--- src/rtl/btn_evt_pkg.sv ---
// Shared encodings for the button event controller: event kinds, per-button
// FSM states and a small constant helper.
package btn_evt_pkg;

  localparam logic [1:0] EVT_PRESS   = 2'b00;
  localparam logic [1:0] EVT_LONG    = 2'b01;
  localparam logic [1:0] EVT_REPEAT  = 2'b10;
  localparam logic [1:0] EVT_RELEASE = 2'b11;

  typedef enum logic [1:0] {
    ST_IDLE    = 2'd0,
    ST_PRESSED = 2'd1,
    ST_HELD    = 2'd2
  } btn_state_e;

  function automatic int imax(input int a, input int b);
    return (a > b) ? a : b;
  endfunction

endpackage

--- src/rtl/button_event_fsm.sv ---
// One button: edge detect, millisecond hold counter, IDLE/PRESSED/HELD FSM and
// a single-entry pending slot that the top-level arbiter drains.
module button_event_fsm
  import btn_evt_pkg::*;
#(
  parameter int LONG_MS   = 500,
  parameter int REPEAT_MS = 100
) (
  input  logic       clk,
  input  logic       rst,
  input  logic       level,
  input  logic       tick,
  input  logic       grant,
  output logic       pend_valid,
  output logic [1:0] pend_kind,
  output logic       drop
);

  localparam int CW = $clog2(imax(LONG_MS, REPEAT_MS) + 1);

  btn_state_e    st;
  logic          btn_q;
  logic [CW-1:0] cnt;
  logic [CW-1:0] cnt_inc;
  logic          rise, fall;
  logic          emit;
  logic [1:0]    emit_kind;

  assign rise    = level & ~btn_q;
  assign fall    = ~level & btn_q;
  assign cnt_inc = (&cnt) ? cnt : cnt + CW'(1);

  // Fall is checked first so a release never also reports a threshold event.
  always_comb begin
    emit      = 1'b0;
    emit_kind = EVT_PRESS;
    case (st)
      ST_IDLE: if (rise) emit = 1'b1;
      ST_PRESSED:
        if (fall) begin
          emit      = 1'b1;
          emit_kind = EVT_RELEASE;
        end else if (tick && cnt_inc == CW'(LONG_MS)) begin
          emit      = 1'b1;
          emit_kind = EVT_LONG;
        end
      ST_HELD:
        if (fall) begin
          emit      = 1'b1;
          emit_kind = EVT_RELEASE;
        end else if (tick && cnt_inc == CW'(REPEAT_MS)) begin
          emit      = 1'b1;
          emit_kind = EVT_REPEAT;
        end
      default: ;
    endcase
  end

  assign drop = emit & pend_valid & ~grant;

  // btn_q resets high so a button held through reset must be released first.
  always_ff @(posedge clk) begin
    if (rst) begin
      st         <= ST_IDLE;
      btn_q      <= 1'b1;
      cnt        <= '0;
      pend_valid <= 1'b0;
      pend_kind  <= EVT_PRESS;
    end else begin
      btn_q <= level;
      case (st)
        ST_IDLE:
          if (rise) begin
            st  <= ST_PRESSED;
            cnt <= '0;
          end
        ST_PRESSED:
          if (fall) st <= ST_IDLE;
          else if (tick) begin
            if (cnt_inc == CW'(LONG_MS)) begin
              st  <= ST_HELD;
              cnt <= '0;
            end else cnt <= cnt_inc;
          end
        ST_HELD:
          if (fall) st <= ST_IDLE;
          else if (tick) begin
            if (cnt_inc == CW'(REPEAT_MS)) cnt <= '0;
            else cnt <= cnt_inc;
          end
        default: st <= ST_IDLE;
      endcase
      if (emit && !drop) begin
        pend_valid <= 1'b1;
        pend_kind  <= emit_kind;
      end else if (grant) begin
        pend_valid <= 1'b0;
      end
    end
  end

endmodule

--- src/rtl/button_event_ctrl.sv ---
// N debounced buttons -> typed event stream. Per-button FSMs feed a round-robin
// arbiter into a small show-ahead FIFO drained over valid/ready.
module button_event_ctrl
  import btn_evt_pkg::*;
#(
  parameter int N_BTN      = 4,
  parameter int TICK_DIV   = 100000,
  parameter int LONG_MS    = 500,
  parameter int REPEAT_MS  = 100,
  parameter int FIFO_DEPTH = 4
) (
  input  logic                     clk,
  input  logic                     rst,
  input  logic [N_BTN-1:0]         btn_db,
  output logic                     evt_valid,
  input  logic                     evt_ready,
  output logic [$clog2(N_BTN)-1:0] evt_id,
  output logic [1:0]               evt_kind,
  output logic                     overflow,
  input  logic                     overflow_clr
);

  localparam int IW   = $clog2(N_BTN);
  localparam int TW   = (TICK_DIV > 1) ? $clog2(TICK_DIV) : 1;
  localparam int AW   = $clog2(FIFO_DEPTH);
  localparam int CNTW = $clog2(FIFO_DEPTH + 1);

  typedef struct packed {
    logic [IW-1:0] id;
    logic [1:0]    kind;
  } evt_t;

  logic [TW-1:0] tick_cnt;
  logic          tick;

  assign tick = (tick_cnt == TW'(TICK_DIV - 1));

  always_ff @(posedge clk) begin
    if (rst || tick) tick_cnt <= '0;
    else             tick_cnt <= tick_cnt + TW'(1);
  end

  logic [N_BTN-1:0]      pend_valid, drop, grant;
  logic [N_BTN-1:0][1:0] pend_kind;

  for (genvar i = 0; i < N_BTN; i++) begin : g_btn
    button_event_fsm #(
      .LONG_MS   (LONG_MS),
      .REPEAT_MS (REPEAT_MS)
    ) u_fsm (
      .clk        (clk),
      .rst        (rst),
      .level      (btn_db[i]),
      .tick       (tick),
      .grant      (grant[i]),
      .pend_valid (pend_valid[i]),
      .pend_kind  (pend_kind[i]),
      .drop       (drop[i])
    );
  end

  logic [IW-1:0]   rr_ptr, gnt_idx;
  logic            gnt_any;
  logic            push, pop, full, can_accept;
  logic [AW-1:0]   wr_ptr, rd_ptr, rd_ptr_n;
  logic [CNTW-1:0] count, count_n;
  evt_t            mem [FIFO_DEPTH];
  evt_t            push_data, head_n;

  // First pending slot at or after rr_ptr, wrapping.
  always_comb begin
    gnt_any = 1'b0;
    gnt_idx = '0;
    for (int k = 0; k < N_BTN; k++) begin
      if (!gnt_any && pend_valid[(int'(rr_ptr) + k) % N_BTN]) begin
        gnt_any = 1'b1;
        gnt_idx = IW'((int'(rr_ptr) + k) % N_BTN);
      end
    end
  end

  assign pop        = evt_valid & evt_ready;
  assign full       = (count == CNTW'(FIFO_DEPTH));
  assign can_accept = ~full | pop;
  assign push       = gnt_any & can_accept;
  assign grant      = push ? (N_BTN'(1) << gnt_idx) : '0;
  assign push_data  = evt_t'{gnt_idx, pend_kind[gnt_idx]};

  assign count_n  = count + CNTW'(push) - CNTW'(pop);
  assign rd_ptr_n = pop ? rd_ptr + AW'(1) : rd_ptr;
  // When the queue drains to nothing but this cycle's push, the head is the push.
  assign head_n   = (count == CNTW'(pop)) ? push_data : mem[rd_ptr_n];

  always_ff @(posedge clk) begin
    if (push) mem[wr_ptr] <= push_data;
  end

  always_ff @(posedge clk) begin
    if (rst) begin
      rr_ptr    <= '0;
      wr_ptr    <= '0;
      rd_ptr    <= '0;
      count     <= '0;
      evt_valid <= 1'b0;
      evt_id    <= '0;
      evt_kind  <= EVT_PRESS;
      overflow  <= 1'b0;
    end else begin
      if (push) begin
        rr_ptr <= (gnt_idx == IW'(N_BTN - 1)) ? '0 : gnt_idx + IW'(1);
        wr_ptr <= wr_ptr + AW'(1);
      end
      rd_ptr    <= rd_ptr_n;
      count     <= count_n;
      evt_valid <= (count_n != '0);
      if (count_n != '0) begin
        evt_id   <= head_n.id;
        evt_kind <= head_n.kind;
      end
      if (|drop)             overflow <= 1'b1;
      else if (overflow_clr) overflow <= 1'b0;
    end
  end

endmodule

--- config.mk ---
export PLATFORM = sky130hd
export DESIGN_NAME = button_event_ctrl
export DESIGN_NICKNAME = d
export VERILOG_FILES = /design/src/rtl/btn_evt_pkg.sv /design/src/rtl/button_event_fsm.sv /design/src/rtl/button_event_ctrl.sv
export SDC_FILE = /design/constraint.sdc
export NUM_CORES = 1
export LEC_CHECK = 0
export BUFFER_PORTS_ARGS = -buffer_cell sky130_fd_sc_hd__buf_2
export CAP_MARGIN = 10
export CORE_MARGIN = 1.5
export CORE_UTILIZATION = 25
export DETAILED_ROUTE_END_ITERATION = 8
export HOLD_SLACK_MARGIN = 0.15
export SYNTH_ARGS = -nofsm -noshare
export SYNTH_HDL_FRONTEND = slang
export SYNTH_SLANG_ARGS = --single-unit
--- constraint.sdc ---
create_clock -name clk -period 7.18 [get_ports clk]
set_input_delay 1.077 -clock clk [delete_from_list [all_inputs] [get_ports clk]]
set_output_delay 1.077 -clock clk [all_outputs]
set_load 0.05 [all_outputs]
After elaboration in Yosys (flattened, before gate mapping)
Memories as Yosys holds them, arrays and structs flattened.
Cells that the tools add are included.
Storage, ports and cells
  bits in registers: 92
  memory bits (writable): 16
  input port bits: 8
  output and inout port bits: 6
  word-level logic and storage cells: 330
  memories: 1
Memories
  mem: depth 4, width 4, rd ports 1, clocked after memory_dff 0, wr ports 1, line button_event_ctrl.sv:67  | evt_t mem [FIFO_DEPTH];
Operators by class
  add/subtract/negate cells: 13
  $lt $le $gt $ge: 5
  equality and inequality tests: 52
  shifts and indexed selects: 1
  muxes and demuxes: 141
  bitwise operators: 35
  reductions and logical operators: 53
Operators with widths (count)
  9-bit two-way mux: 32
  9-bit case mux with 3 select lines: 4
  2-bit two-way mux: 39
  1-bit two-way mux: 47
  9-bit by 1-bit adder with 9-bit output (second input constant): 4
  9-bit by 7-bit == test with 1-bit output (second input constant): 4
  9-bit == test (second input constant): 4
  9-bit AND reduction: 4
  2-bit inequality test (second input constant): 14
  2-bit case mux with 3 select lines: 4
  6-bit AND reduction: 4
  2-bit by 1-bit inequality test with 1-bit output (second input constant): 10
  1-bit bitwise AND: 18
  17-bit by 1-bit adder with 17-bit output (second input constant): 1
  17-bit == test (second input constant): 1
  2-bit case mux with 2 select lines: 4
  4-bit AND reduction: 4
  1-bit logical AND: 15
  3-bit by 1-bit inequality test with 1-bit output (second input constant): 5
  3-bit nonzero test: 5
  1-bit inverter: 13
  3-bit by 4-bit < comparator with 1-bit output (second input constant): 3
  1-bit case mux with 3 select lines: 4
  2-bit == test (second input constant): 5
  21 further kinds: 52

Logic depth before layout (Yosys ltp)
  word-level depth: 21
  mapped depth: 12
  mapped depth without buffers: 12

Modules after synthesis
A second synthesis with hierarchy kept.
Second synthesis, totals
  cells, all modules: 854
  area, all modules: 7663.6 um2
By module, submodules not included
  button_event_fsm at g_btn[0].u_fsm ...: instances 2, cells each 151, area an instance 1390.1 um2, sequential area each 300.3 um2
  button_event_ctrl: instances 1, cells each 248, area an instance 2513.7 um2, sequential area each 1121.1 um2
  button_event_fsm at g_btn[2].u_fsm ...: instances 2, cells each 152, area an instance 1184.9 um2, sequential area each 300.3 um2

Worst setup path after synthesis
Ideal clock, no wire load.
  path type: input to register
  start point: in evt_ready
  end point: reg evt_valid
  library setup time: 0.115 ns
  arrival: 3.188 ns
  data required time: 7.065 ns
  setup slack: 3.877 ns
  stages: 10
  buffers on the path: 1
  cells stage by stage: nand2_1 a31oi_1 clkbuf_1 ha_1 inv_1 fa_1 xor2_1 xnor2_1 nand3b_1 and2_1
Between the ends
  word-level cells in the longest chain between the ends: 6
RTL lines
  start, declared: line button_event_ctrl.sv:16  | input logic evt_ready,
  1-bit bitwise AND: line button_event_ctrl.sv:82  | assign pop = evt_valid & evt_ready;
  1-bit OR: line button_event_ctrl.sv:84  | assign can_accept = ~full | pop;
  1-bit bitwise AND: line button_event_ctrl.sv:85  | assign push = gnt_any & can_accept;
  named net push: line button_event_ctrl.sv:64  | logic push, pop, full, can_accept;
  3-bit by 1-bit adder with 3-bit output: line button_event_ctrl.sv:89  | assign count_n = count + CNTW'(push) - CNTW'(pop);
  3-bit by 1-bit subtractor with 3-bit output: line button_event_ctrl.sv:89
  3-bit nonzero test: line button_event_ctrl.sv:115  | evt_valid <= (count_n != '0);
  end signal, assigned: line button_event_ctrl.sv:115
  end, declared: line button_event_ctrl.sv:15  | output logic evt_valid,
The timed path passes the listed nets, and every way through them passes these cells.
A chain may end at the register's enable or synchronous reset.

Final worst setup path
  start point: in evt_ready
  end point: reg evt_kind[0]
Between the ends
  word-level cells in the longest chain between the ends: 6
  elaborated cells between the ends (all ways): 10
  classes of those cells: 2 x add/sub; 1 x eq/ne; 2 x mux; 3 x bitwise; 1 x reduce/logical; 1 x memory
RTL lines
  1-bit bitwise AND (*): line button_event_ctrl.sv:82
  1-bit OR: line button_event_ctrl.sv:84
  1-bit bitwise AND: line button_event_ctrl.sv:85
  3-bit by 1-bit adder with 3-bit output: line button_event_ctrl.sv:89
  3-bit by 1-bit subtractor with 3-bit output: line button_event_ctrl.sv:89
  3-bit nonzero test: line button_event_ctrl.sv:116  | if (count_n != '0) begin
  end signal, assigned: line button_event_ctrl.sv:118  | evt_kind <= head_n.kind;
  end, declared: line button_event_ctrl.sv:18  | output logic [1:0] evt_kind,
Mark *: on every way between the ends. The rest lies on a longest branch, timed or not.

==> impl_metrics.yaml <==
global_route:
  grtUsageTotal: 0.110
  grt_start_max_net_pins: 69
  antenna_found_initial: 1
  grt_overflow_total: 0
  grt_pass1_wl_um: 25500
  grt_pass1_vias: 5264
logic_synthesis:
  synth-edff-count: 16
  synthesis.area_sq_um: 6660
  ys_seq_area_frac: 0.349
  synth_fp_nets: 845
  postSynthCellCount: 805
  async_flop_share: 0
  post-synth-top-area-cell: "dfxtp_1"
  yosysTopAreaCellShare: 0.276
  syn_avg_cell_area_sq_um: 8.28
  synth_top_flop_cell: "dfxtp_1"
  yosys_warnings: 0
  synth_cell_types: 83
  ys_top_cells_by_area: "dfxtp_1, edfxtp_1, ha_1"
  ys_ff_latch: 108
timing:
  worst_hold_slack_ns: 0.472
  worst_pin_slew_ns: 1.16
  setup_viol: 0
  relSlewSlack: 0.223
  clock_skew_ns: 0.00552
  max_freq_ghz: 0.348
  tns_ns: 0
  worst_slack_ns: 4.31
  final_max_slew_viol_count: 0
  min_period_ns: 2.87
  fin_crit_sh: 0.400
  rsz0062_at_grt: "false"
  hold_violations: 0
die:
  rows: 59
  coreArea_sq_um: 26100
  dieArea_sq_um: 27600
  die_width_um: 166
  io_pins: 14
  fp.dieH_um: 166
  initial_core_util: 0.255
worst_setup_path:
  cp-end-kind: "flip-flop"
  rr_endpoint: "g_btn[3].u_fsm.pend_kind[1]$_SDFFE_PP0P_"
  cp-endpoint: "evt_kind[0]$_SDFFE_PP0P_"
  reg2reg_slack_ns: 4.38
  arrival_ns: 3.09
  startpoint: "evt_ready"
  crit_path_max_fanout: 9
  worstRegToRegCells: 9
  worst_ep_required_time_ns: 7.39
  r2r_start: "g_btn[3].u_fsm.cnt[1]$_SDFFE_PP0P_"
  startpoint_type: "input pin"
  crit_type: "input pin to flip-flop"
finish:
  fin_area_sq_um: 7290
  num_antenna_cells: 0
  final_cell_mix: "dfxtp_1, nor2_1, nand2_1, a21oi_1, nand3_1"
  fill_cells: 2795
  nets: 840
  area_growth_pct: 9.39
  drive_above_1_share: 0.0770
  regArea_sq_um: 2320
  multi_input_area_sq_um: 4050
  final_common_cell: "dfxtp_1"
placement:
  gp_congestion: 0.805
  dp_hpwl_um: 10300
  postPlaceCellArea_sq_um: 6990
  dp_slack_ns: 3.93
  port_buffers: 13
drt:
  drtIter0Drc: 423
  vias: 5645
  drc: 4
  viasPerCell: 4.95
  drtAntennaViolNets: 0
  routedWlPerCell_um: 12.8
  drt-pass1-iter-count: 7
  routed_wl_um: 14600
power:
  cellLeakagePower_nw: 2.59
  powerDensity_nw_per_um2: 252
  irDropWorstVdd_v: 0.000110
min_path:
  hold_class: "flip-flop to flip-flop"
clock_network:
  h-tree-depth: 3
  numCtsBuffers: 9
  clkTransAtPathRegs_ns: 0.08
  cts_resized: 0
  cts_tree: "done"
  cts-hold-fix-buffers: 0
  clkLatencyLatePin_ns: 0.36
  cts_sinks: 108
  clock_path_buffers: 2
  clockRootBuffer: "clkbuf_16"
  post_cts_buffers: 0
outcome:
  violations: "DRC"
  outcome: "complete, but fails checks"
run:
  drv_cap: 0
-- cell type report --
cell class | instances | area share
clock buffers | 9 | 0.0309
multi-input cells | 634 | 0.556
repair buffers | 15 | 0.0110
flip-flops and latches | 108 | 0.319
inverters | 32 | 0.0165
clock inverters | 7 | 0.00944
well taps | 335 | 0.0575
-- metrics by stage --
stage | util | power, W | std cells
after detailed placement | 0.268 | 0.00135 | 1124
after CTS | 0.279 | 0.00186 | 1140
after global placement | 0.268 | 0.00134 | 1124
after global routing | 0.279 | 0.00197 | 1140
after floorplan | - | 0.00123 | 805
final | 0.279 | 0.00184 | 1140
-- Yosys cell counts (6+ instances only) --
library cell / count
buf_2: 6
or3_1: 8
nand2b_1: 19
a211oi_1: 15
nand2_1: 76
and4_1: 10
edfxtp_1: 16
mux2i_1: 13
and2_1: 13
nor2b_1: 15
o21ai_0: 29
a21oi_1: 67
ha_1: 31
o22ai_1: 8
dfxtp_1: 92
a21o_1: 13
inv_1: 32
nor3b_1: 7
xor2_1: 15
a31oi_1: 14
xnor2_1: 11
nand4_1: 14
and3_1: 13
clkbuf_1: 20
o21ai_1: 13
nor2_1: 89
nor3_1: 12
nand3_1: 33
-- worst min path at each step --
| stage | slack, ns | depth (start not counted) | end | from |
|---|---|---|---|---|
| after floorplan | 0.43 | 1 | tick_cnt[0]$_SDFF_PP0_ | tick_cnt[0]$_SDFF_PP0_ |
| after global placement | 0.44 | 1 | tick_cnt[0]$_SDFF_PP0_ | tick_cnt[0]$_SDFF_PP0_ |
| after detailed placement | 0.46 | 1 | tick_cnt[0]$_SDFF_PP0_ | tick_cnt[0]$_SDFF_PP0_ |
| after CTS | 0.48 | 1 | tick_cnt[0]$_SDFF_PP0_ | tick_cnt[0]$_SDFF_PP0_ |
| after global routing | 0.51 | 1 | tick_cnt[0]$_SDFF_PP0_ | tick_cnt[0]$_SDFF_PP0_ |
| final | 0.47 | 1 | tick_cnt[0]$_SDFF_PP0_ | tick_cnt[0]$_SDFF_PP0_ |
-- registers in the layout, summed over array words and instances, names as in the netlist, 3 cells and up --
signal                  flops
g_btn.u_fsm.st              8
g_btn.u_fsm.cnt            36
g_btn.u_fsm.pend_valid      4
g_btn.u_fsm.btn_q           4
g_btn.u_fsm.pend_kind       8
count                       3
mem                        16
tick_cnt                   17
-- logic make-up (layout without fill, tap and decap cells) --
group | count (synthesis) | after routing | synth area share
simple gates | 343 | 343 | 0.269
compound gates | 215 | 215 | 0.210
flops | 108 | 108 | 0.349
buf+inv | 63 | 63 | 0.0432
fa+ha+maj | 32 | 32 | 0.0612
xor+xnor | 26 | 26 | 0.0342
mux | 18 | 18 | 0.0347
-- worst max-delay path, cell delays in order --
cell and delay (ns):
buf_2 0.10, nand2_1 0.10, inv_1 0.07, ha_1 0.27, inv_1 0.07, ha_1 0.13
inv_1 0.05, fa_1 0.36, xor2_1 0.16, xnor2_1 0.20, nand3b_1 0.27, nor2_1 0.17
a211oi_1 0.06
-- routing by layer --
| layer | share of wire | vias to the layer above | track usage |
|---|---|---|---|
| met2 | 0.45 | 79 | 0.175 |
| li1 | - | 2912 | - |
| met3 | 0.034 | 18 | 0.0296 |
| met5 | 0.00082 | - | 0 |
| met4 | 0.013 | 2 | 0.0308 |
| met1 | 0.50 | 2634 | 0.147 |
-- report_power, final --
part	internal [W]	switching (W)	total [W]
logic	0.000230	0.000379	0.000610
registers	0.000685	0.0000455	0.000730
clock network	0.000244	0.000252	0.000497
Power figures use the tool's default switching activity.
